[config.mk]
export PLATFORM = sky130hd
export DESIGN_NAME = bitserial_alu_sequencer
export DESIGN_NICKNAME = d
export VERILOG_FILES = /design/src/rtl/bitserial_alu_sequencer.sv
export SDC_FILE = /design/constraint.sdc
export NUM_CORES = 1
export LEC_CHECK = 0
export CORE_ASPECT_RATIO = 1.2
export CORE_MARGIN = 2
export CORE_UTILIZATION = 49
export CTS_BUF_LIST = sky130_fd_sc_hd__clkbuf_4
export CTS_CLUSTER_DIAMETER = 200
export DETAILED_ROUTE_END_ITERATION = 16
export PLACE_DENSITY = 0.79
export SLEW_MARGIN = 20
export SYNTH_ARGS = -nofsm -noshare
export SYNTH_HDL_FRONTEND = slang
export SYNTH_SLANG_ARGS = --single-unit
[constraint.sdc]
create_clock -name clk -period 1.8 [get_ports clk]
set_input_delay 0.36 -clock clk [delete_from_list [all_inputs] [get_ports clk]]
set_output_delay 0.36 -clock clk [all_outputs]
set_load 0.02 [all_outputs]
[src/rtl/bitserial_alu_sequencer.sv]
// Bit-serial ALU sequencer: drives one external combinational bit slice LSB-first
// for WIDTH cycles, chaining carry through a register and collecting sum bits.
module bitserial_alu_sequencer #(
    parameter int WIDTH = 32
) (
    input  logic             clk,
    input  logic             rst_n,
    input  logic             start,
    input  logic [2:0]       op,
    input  logic [WIDTH-1:0] opa,
    input  logic [WIDTH-1:0] opb,
    input  logic             abort,
    output logic             ready,
    output logic             busy,
    output logic             done,
    output logic [WIDTH-1:0] result,
    output logic             carry_out,
    output logic             overflow,
    output logic             zero,
    output logic [2:0]       slice_control,
    output logic             slice_a,
    output logic             slice_b,
    output logic             slice_carryin,
    input  logic             slice_sum,
    input  logic             slice_carryout
);

    localparam int CNT_W = $clog2(WIDTH);
    localparam logic [CNT_W-1:0] LAST_BIT = CNT_W'(WIDTH - 1);
    localparam logic [2:0] OP_ADD = 3'b000;
    localparam logic [2:0] OP_SUB = 3'b001;

    typedef enum logic [1:0] {
        S_IDLE,
        S_RUN,
        S_DONE
    } state_t;

    state_t             state_q, state_d;
    logic [WIDTH-1:0]   a_sh_q, a_sh_d;
    logic [WIDTH-1:0]   b_sh_q, b_sh_d;
    logic [WIDTH-1:0]   acc_q, acc_d;
    logic [WIDTH-1:0]   result_q, result_d;
    logic [CNT_W-1:0]   cnt_q, cnt_d;
    logic [2:0]         op_q, op_d;
    logic               carry_q, carry_d;
    logic               carry_out_q, carry_out_d;
    logic               overflow_q, overflow_d;
    logic               zero_q, zero_d;

    logic [WIDTH-1:0]   acc_shift;
    logic               final_ovf;

    assign acc_shift = WIDTH'({slice_sum, acc_q} >> 1);

    // On the final bit a_sh/b_sh[0] hold the original operand MSBs.
    always_comb begin
        unique case (op_q)
            OP_ADD:  final_ovf = (a_sh_q[0] == b_sh_q[0]) && (slice_sum != a_sh_q[0]);
            OP_SUB:  final_ovf = (a_sh_q[0] != b_sh_q[0]) && (slice_sum != a_sh_q[0]);
            default: final_ovf = 1'b0;
        endcase
    end

    // NOTE: every always_comb target gets its hold value first so no path infers a latch.
    always_comb begin
        state_d     = state_q;
        a_sh_d      = a_sh_q;
        b_sh_d      = b_sh_q;
        acc_d       = acc_q;
        result_d    = result_q;
        cnt_d       = cnt_q;
        op_d        = op_q;
        carry_d     = carry_q;
        carry_out_d = carry_out_q;
        overflow_d  = overflow_q;
        zero_d      = zero_q;

        unique case (state_q)
            S_IDLE, S_DONE: begin
                state_d = S_IDLE;
                if (start) begin
                    state_d = S_RUN;
                    a_sh_d  = opa;
                    b_sh_d  = opb;
                    op_d    = op;
                    cnt_d   = '0;
                    carry_d = (op == OP_SUB);
                end
            end
            S_RUN: begin
                if (abort) begin
                    state_d = S_IDLE;
                end else begin
                    acc_d   = acc_shift;
                    carry_d = slice_carryout;
                    a_sh_d  = a_sh_q >> 1;
                    b_sh_d  = b_sh_q >> 1;
                    cnt_d   = cnt_q + CNT_W'(1);
                    if (cnt_q == LAST_BIT) begin
                        state_d     = S_DONE;
                        result_d    = acc_shift;
                        carry_out_d = slice_carryout;
                        overflow_d  = final_ovf;
                        zero_d      = (acc_shift == '0);
                    end
                end
            end
            default: state_d = S_IDLE;
        endcase
    end

    // NOTE: state registers use non-blocking assignments so all flops update together at the edge.
    always_ff @(posedge clk or negedge rst_n) begin
        if (!rst_n) begin
            state_q     <= S_IDLE;
            a_sh_q      <= '0;
            b_sh_q      <= '0;
            acc_q       <= '0;
            result_q    <= '0;
            cnt_q       <= '0;
            op_q        <= 3'b000;
            carry_q     <= 1'b0;
            carry_out_q <= 1'b0;
            overflow_q  <= 1'b0;
            zero_q      <= 1'b1;
        end else begin
            state_q     <= state_d;
            a_sh_q      <= a_sh_d;
            b_sh_q      <= b_sh_d;
            acc_q       <= acc_d;
            result_q    <= result_d;
            cnt_q       <= cnt_d;
            op_q        <= op_d;
            carry_q     <= carry_d;
            carry_out_q <= carry_out_d;
            overflow_q  <= overflow_d;
            zero_q      <= zero_d;
        end
    end

    assign ready         = (state_q == S_IDLE) || (state_q == S_DONE);
    assign busy          = (state_q == S_RUN);
    assign done          = (state_q == S_DONE);
    assign result        = result_q;
    assign carry_out     = carry_out_q;
    assign overflow      = overflow_q;
    assign zero          = zero_q;
    assign slice_control = op_q;
    assign slice_a       = busy & a_sh_q[0];
    assign slice_b       = busy & b_sh_q[0];
    assign slice_carryin = busy & carry_q;

endmodule

; Word level (Yosys, flattened, before mapping)
; Cells that the tools add are included.
[word_totals]
regBits = 142
out_inout_bits = 44
[op_classes]
addsub = 1
n_eq_ne = 11
mux = 17
n_bitwise = 4
reduce_logical = 12
[ops]
columns = operator, n
row1 = $mux W32, 4
row2 = $pmux W32 S2, 2
row3 = $logic_not A32 Y1, 1
row4 = $mux W5, 2
row5 = $pmux W5 S2, 1
row6 = $eq A3 B1 Y1 const B, 2
row7 = $reduce_and A3 Y1, 2
row8 = $add A5 B1 Y5 const B, 1
row9 = $eq A5 B5 Y1 const B, 1
row10 = $mux W2, 2
row11 = $ne A2 B2 Y1 const B, 2
row12 = $pmux W1 S2, 2
row13 = $pmux W2 S2, 1
row14 = $reduce_and A2 Y1, 2
row15 = $and A1 B1 Y1, 3
row16 = $logic_not A3 Y1, 1
row17 = $mux W1, 3
row18 = $ne A3 B2 Y1 const B, 1
row19 = $eq A2 B1 Y1 const B, 1
row20 = $eq A2 B2 Y1 const B, 1
row21 = $logic_and A1 B1 Y1, 2
row22 = $logic_not A2 Y1, 1
row23 = $ne A1 B1 Y1, 2
row24 = $reduce_bool A2 Y1, 1
row25 = 4 further kinds, 4

; Depth between registers and ports, before layout
; Gate-level depths: netlist (run 1).
[depth]
ltp_word = 4
mapped_depth = 8

; Least setup slack after synthesis (run 1)
; OpenSTA, ideal clock, no wires.
[synth_timing]
path_kind = reg2reg
from = register cnt_q[0]
to = register result_q[16], in the netlist result[16]
arrival_time_ps = 1814
required_time_ps = 1675
setup_slack_ps = -138
path_stages_with_launch = 8
path_buffers = 2
cell_sequence = dfrtp_1 ha_1 and3_1 ha_1 nand4bb_1 buf_2 buf_2 mux2_2
[synth_between]
elab_chain_cells = 2
[synth_rtl]
columns = element, line_no
row1 = start: declaration, 44  ; logic [CNT_W-1:0] cnt_q, cnt_d;
row2 = start signal: assignment, 133  ; cnt_q <= cnt_d;
row3 = $eq A5 B5 Y1, 100  ; if (cnt_q == LAST_BIT) begin
row4 = $reduce_and A3 Y1 (no line), -
row5 = end signal: assignment, 132  ; result_q <= result_d;
row6 = end: declaration, 43  ; logic [WIDTH-1:0] result_q, result_d;
; No other way between the ends.
; A chain may end at the register's enable or synchronous reset.

; Worst setup path after layout (run 1)
[layout_timing]
from = register cnt_q[1]
to = register result_q[27], in the netlist result[27]
; Same word-level chain as after synthesis.

==> results.md, run 1 <==
* Run status: finished with violations
* Failing checks: negative setup slack
* Final Net Count at approximately 770
* # H-tree levels at 4
* Routed wire length per instance at 16.5 um
* Hold Fails Final Rpt at 0
* Largest net degree at the start of global routing at between 50 and 60
* Worst Max-Slew Pin Slew at around 0.47 ns
* Sw Pwr at between 2 and 3 mW
* Grt total ovfl at 0
* Fraction of final layout cells sized beyond drive strength 1 at between 10% and 20%
* Register area at between 0.003 and 0.004 mm^2
* Power share of the combinational group at between 20% and 30%
* Synth Area in Compound Gates at under 10%
* Setup violators final at 18
* F_max at approximately 0.54 GHz
* Hold WC Path Type: in2async
* Rel. slew slack at ~69%
* Slowest cell on the critical path: dfrtp_1
* Filler Cells Inserted at ~950
* XOR/XNOR Fraction of Synth Area at less than 1%
* Post-route ant nets at 0
* TritonRoute pass-1 iters at 6
* Clk sinks at ~140
* P per Cell Area at ~1000 mW/mm^2
* Vias per inst at ~5.4
* Most frequent CP cell: buf_12
* Number of flops mapped to enable cells by yosys at 0
* Cell area after synthesis at 0.00609 mm^2
* Critical path type: reg2reg
* Via count at about 4.7k
* Post-Synthesis Cells at around 570
* Top post-synthesis cells by area: dfrtp_1 (58%), mux2i_1 (10%), nand2_1 (7.0%), mux2_2 (6.1%), a21oi_1 (5.3%)
* Initial antenna violation count at 1
* Syn nets at between 600 and 700
* Core area at 0.0121 mm^2
* Simple-Gate Fraction of Synth Area at around 16%
* Final Skew at between 0.01 and 0.015 ns
* Synth Area in Adders at less than 1%
* Design Power at roughly 8.4 mW
* CTS root buf: clkbuf_4
* Length of routed met3 wiring at around 540 um
* FFs w/ async S/R, synth at 100%
* Boundary pin count at about 120
* CTS tree: yes
* Worst-Skew Late Latency at approximately 0.52 ns
* IO Port Bufs at 116
* Clk pwr share at between 20% and 30%
* Top Metal Used: met4
* Area grow syn2layout at 33.2%
* Area leader, netlist: dfrtp_1
* Post-synthesis sequential area ratio at between 50% and 60%
* Starting density of the core at a little over 50%
* DRT iter0 DRCs at 269
* First-pass GRT wire length at about 23000 um
* Pint at between 5 and 6 mW
* Count of pins over their slew limit at 0
* Yosys reg bits at 141
* Leak at 3.96 nW
* Met1 WL at 6080 um
* Multi-input logic area at between 0.002 and 0.0025 mm^2
* Vias in the first global route at around 4.8k
* Syn avg cell area at 10.8 um^2
* Final worst path period share at 103%
* Clk buf depth at 2
* Min cycle time layout at approximately 1.9 ns
* CTS Buf Count at 17
* Warnings, synthesis at 0
* RSZ-0062 raised after global routing: true
* Mux contribution to synthesized area at between 10% and 20%
* CP top delay family: flip-flops
* Sequential power share at 50.2%
* TNS Setup at -0.632 ns
* Num rows at between 40 and 50
* Full die area at 0.0133 mm^2
* Setup crit end kind: register
* Post-synth top flop: dfrtp_1
* Crit path arrival time at about 2.3 ns
* Worst path required time at 2.23 ns
* Area share of the largest cell type after synthesis at 57.5%
* Worst vdd ir at 0.724 mV
* Switching Fraction at 30.5%
* Final HPWL DP at approximately 9400 um
* # DRC at 0
* Die Width at about 110 um
* CP max FO at 6
* GRT Util Overall at 22.2%
* Routed wire length at between 10000 and 15000 um
* Critical path startpoint category: register
* Cell variety after synth at 30
* Met2 routed WL at about 7500 um
* Largest family of logic cells by synthesized area: multiplexers
* Max-cap violations at 0
* CP bufs+invs at 3
* Max incr delay on CP at about 0.41 ns
* Clock slew at reported path FFs at between 0.1 and 0.15 ns
* Cell Chain, Critical Path: ha_2 > and3_4 > ha_4 > nand4bb_4 > buf_12 > buf_12 > clkbuf_16 > mux2_2
* Setup ws final at -0.0549 ns
* Die Ht at 126 um
* Final GP Congestion at roughly 0.8
==> flip-flops by register name, summed over array words and instances (netlist names) <==
signal	flops
a_sh_q	32
acc_q	31
b_sh_q	32
carry_out	1
carry_q	1
cnt_q	5
overflow	1
result	32
slice_control	3
state_q	2
zero	1
==> placed cells by master, fill, tap and decap left out, types with 2 or more instances in the layout <==
master and n:
a21oi_1 64, and2_4 3, buf_12 12, buf_4 23, buf_6 6, bufinv_16 4
clkbuf_4 18, clkdlybuf4s50_1 71, clkinv_1 2, clkinv_4 4, clkinvlp_4 3, dfrtp_1 140
dlygate4sd2_1 37, inv_1 3, mux2_2 32, mux2i_1 63, nand2_1 111, nand2_2 2
nand3_1 6, nand4_1 2, nor2b_1 3, nor2b_4 2, nor3_1 63, nor4_1 8
o21ai_1 4, or3_1 2
==> worst register-to-register path, delay by kind of cell (launching register included) <==
family | cells | cell delay [ns]
AND/OR/NAND/NOR | 2 | 0.29
multiplexers | 1 | 0.32
adder cells (fa/ha/maj) | 2 | 0.37
buffers and inverters | 3 | 0.38
flip-flops | 1 | 0.41
==> layer usage <==
metal	up-vias	track usage (%)
met5	-	0
met4	0	7.97
met3	19	4.66
met2	130	38.7
met1	2318	27.1
li1	2233	-
==> power by group through the flow <==
stage                     sequential, mW  combinational, mW  clock (mW)
after detailed placement            4.28               1.89           0
after global routing                4.31               2.14        2.46
final                               4.22               1.93        2.27
after floorplan                     4.17               1.22           0
after global placement              4.24               1.80           0
after CTS                           4.22               1.92        2.31
==> path summary, 6_finish.rpt <==
check | startpoint | depth (start not counted) | slack, ns | end
min reg2reg | result[12] | 1 | 0.51 | result[12]
min | rst_n | 2 | 0.35 | b_sh_q[15]
max in group asynchronous | rst_n | 3 | 0.85 | a_sh_q[5]
min in group clk | op[0] | 3 | 0.39 | slice_control[0]
max reg2reg | cnt_q[1] | 8 | -0.05 | result[27]
max | cnt_q[1] | 8 | -0.05 | result[27]
==> area by class of cell <==
type,count,share of cell area [%]
diodes,1,0.0308
clock buffers,18,1.67
clock inverters,14,2.39
inverters,3,0.139
multi-input cells,379,30.2
flip-flops and latches,141,43.5
well taps,161,2.48
repair buffers,154,19.6
==> timing repair <==
| item | CTS | global route |
|---|---|---|
| gates cloned | 2 | 1 |
| hold endpoints to repair | 46 | 0 |
| setup endpoints to repair | 70 | 52 |
| pin swaps | 0 | 4 |
| resized for setup | 80 | 10 |
| hold buffers | 1 | 0 |
| buffers inserted | 4 | 5 |
==> cells in the mapped netlist, drive strengths merged (4+ instances only) <==
cell type and n:
dfrtp 140, nand2 113, a21oi 64, mux2i 63, nor3 63, mux2 33
buf 23, clkbuf 19, nor4 8, nand3 6, nor2b 5, o21ai 4
==> cells by family after synthesis <==
group / count (synthesis)
simple gates: 208
flops: 141
mux: 96
compound gates: 72
buf+inv: 45
fa+ha+maj: 2
xor+xnor: 1
==> stage by stage <==
step | worst slack [ns] | std cells | instance area (um^2) | hold slack, ns | utilization, %
final | -0.0549 | 871 | 8120 | 0.350 | 67.0
after global placement | -0.0456 | 827 | 7600 | 0.327 | 62.8
after CTS | -0.126 | 866 | 8030 | 0.334 | 66.3
after floorplan | 0.00312 | 565 | 6110 | 0.0644 | -
after global routing | -0.105 | 871 | 8120 | 0.350 | 67.0
after detailed placement | -0.0782 | 827 | 7600 | 0.329 | 62.8
(Power assumes the default switching activity.)
==> run 2, diff against run 1 <==
--- a/config.mk
+++ b/config.mk
@@ -12,6 +12,7 @@
 export CTS_CLUSTER_DIAMETER = 200
 export DETAILED_ROUTE_END_ITERATION = 16
 export PLACE_DENSITY = 0.79
+export SKIP_LAST_GASP = 1
 export SLEW_MARGIN = 20
 export SYNTH_ARGS = -nofsm -noshare
 export SYNTH_HDL_FRONTEND = slang
==> results.md, run 2 (synthesis results as in run 1) <==
* CTS Buf Count at 17 (unchanged)
* # DRC at 0 (unchanged)
* Final HPWL DP at 9410 um (unchanged)
* Largest net degree at the start of global routing at 55 (unchanged)
* Run status: finished with violations
* Reg-to-reg endpoint: result[27]
* Max-cap violations at 0 (unchanged)
* Setup violators final at 17 (-1)
* Count of pins over their slew limit at 0 (unchanged)
* Via count at 4686 (-0.30%)
* Clk buf depth at 2 (unchanged)
* TritonRoute pass-1 iters at 5 (-1)
* Final Skew at 0.0130 ns (-0.000440 ns)
* Worst path required time at 2.25 ns (+0.02 ns)
* Cell total after placement at 827 (unchanged)
* IO Port Bufs at 116 (unchanged)
* Core area at 0.0121 mm^2 (unchanged)
* Routed wire length per instance at 16.5 um (about the same)
* F_max at 0.539 GHz (about the same)
* Initial antenna violation count at 1 (unchanged)
* Pre-CTS WS at -0.0782 ns (unchanged)
* Area grow syn2layout at 33.3% (about the same)
* Die Width at 106 um (unchanged)
* Worst Max-Slew Pin Slew at 0.462 ns (-0.00486 ns)
* Critical path startpoint: cnt_q[1]
* Crit path arrival time at 2.30 ns (+0.02 ns)
* Critical path type: reg2reg
* P per Cell Area at 1040 mW/mm^2 (about the same)
* # H-tree levels at 4 (unchanged)
* R2r worst-path depth at 8 (unchanged)
* First-pass GRT wire length at 23100 um (-0.36%)
* Hold Fails Final Rpt at 0 (unchanged)
* Final Net Count at 771 (unchanged)
* Finished Layout Cells at 871 (unchanged)
* Die Ht at 126 um (unchanged)
* Min cycle time layout at 1.86 ns (+0.000830 ns)
* CP max FO at 6 (unchanged)
* Setup ws final at -0.0557 ns (-0.000830 ns)
* Filler Cells Inserted at 950 (-0.11%)
* Full die area at 0.0133 mm^2 (unchanged)
* Fraction of final layout cells sized beyond drive strength 1 at 17.2% (-0.14 points)
* Commonest non-fill, non-tap cell in the layout: dfrtp_1
* R2R Setup Slk at -0.06 ns (about the same)
* Leak at 3.96 nW (about the same)
* RSZ-0062 raised after global routing: true
* TNS Setup at -0.650 ns (-0.0184 ns)
* Multi-input logic area at 0.00246 mm^2 (+0.26%)
* Commonest cells after routing, fill and taps aside: dfrtp_1 (140), nand2_1 (112), clkdlybuf4s50_1 (71), a21oi_1 (64)
* Boundary pin count at 117 (unchanged)
* Hold WC Path Type: in2async
* CTS tree: yes
* Min Hold Slack at 0.322 ns (-0.0278 ns)
* Num rows at 44 (unchanged)
* GRT Util Overall at 22.1% (-0.089 points)
* CTS root buf: clkbuf_4
* Final worst path period share at 103% (about the same)
* Starting density of the core at 50.3% (unchanged)
* Worst vdd ir at 0.723 mV (-0.13%)
* Vias in the first global route at 4794 (-0.35%)
* Grt total ovfl at 0 (unchanged)
* Setup crit end kind: register
* DRT iter0 DRCs at 295 (+9.7%)
* Critical path startpoint category: register
* Post-route ant nets at 0 (unchanged)
* Critical R2R Launch: cnt_q[1]
* Clk sinks at 141 (unchanged)
* Vias per inst at 5.38 (-0.30%)
* Rel. slew slack at 69.2% (+0.32 points)
* Clock slew at reported path FFs at 0.12 ns (about the same)
* Final GP Congestion at 0.795 (unchanged)
* Failing checks: negative setup slack
* Worst-Skew Late Latency at 0.54 ns (+0.02 ns)
* Routed wire length at 14400 um (about the same)
* Register area at 0.00353 mm^2 (unchanged)
-- run 2: timing repair --
item	CTS	global route
hold buffers	1	0
resized for setup	77	13
endpoints found under the hold margin	46	0
cloned	2	1
buffers inserted	4	5
setup endpoints to repair	70	52
pin swaps	0	5
-- run 2: final cells by class --
class                   count  area share [%]
well taps                 161            2.48
inverters                   3           0.139
clock inverters            14            2.39
flip-flops and latches    141            43.5
repair buffers            154            19.6
multi-input cells         379            30.3
clock buffers              18            1.66
diodes                      1          0.0308
-- run 2: report_power, final --
| group | total [mW] | switching (mW) | internal, mW |
|---|---|---|---|
| Clock | 2.28 | 1.16 | 1.12 |
| Sequential | 4.22 | 0.436 | 3.79 |
| Combinational | 1.93 | 0.980 | 0.946 |
| Total | 8.43 | 2.58 | 5.85 |
-- run 2: worst max path at each step --
| stage | cells past startpoint | endpoint | slack, ns |
|---|---|---|---|
| after floorplan | 7 | result[16] | 0.003 |
| after global placement | 5 | result[24] | -0.05 |
| after detailed placement | 4 | cnt_q[3] | -0.08 |
| after CTS | 3 | busy | -0.14 |
| after global routing | 8 | result[27] | -0.11 |
| final | 8 | result[27] | -0.06 |
-- run 2: metrics by stage --
| step | util [%] | total power [mW] | instance area, um^2 |
|---|---|---|---|
| after global placement | 62.8 | 6.04 | 7600 |
| after detailed placement | 62.8 | 6.17 | 7600 |
| after global routing | 67.1 | 8.92 | 8120 |
| final | 67.1 | 8.43 | 8120 |
| after CTS | 66.3 | 8.44 | 8030 |
| after floorplan | - | 5.39 | 6110 |
-- run 2: worst max-delay path: stages, from the launching register on --
cell	delay, ns
dfrtp_1	0.41
ha_2	0.21
and3_4	0.19
ha_4	0.16
nand4bb_4	0.10
buf_12	0.12
buf_12	0.11
clkbuf_16	0.15
mux2_2	0.32
-- run 2: routing by layer --
metal,track usage [%],vias up,wire (um)
met3,4.66,20,725
met1,27.1,2301,5960
li1,-,2232,-
met2,38.4,133,7450
met5,0,-,0
met4,7.97,0,264
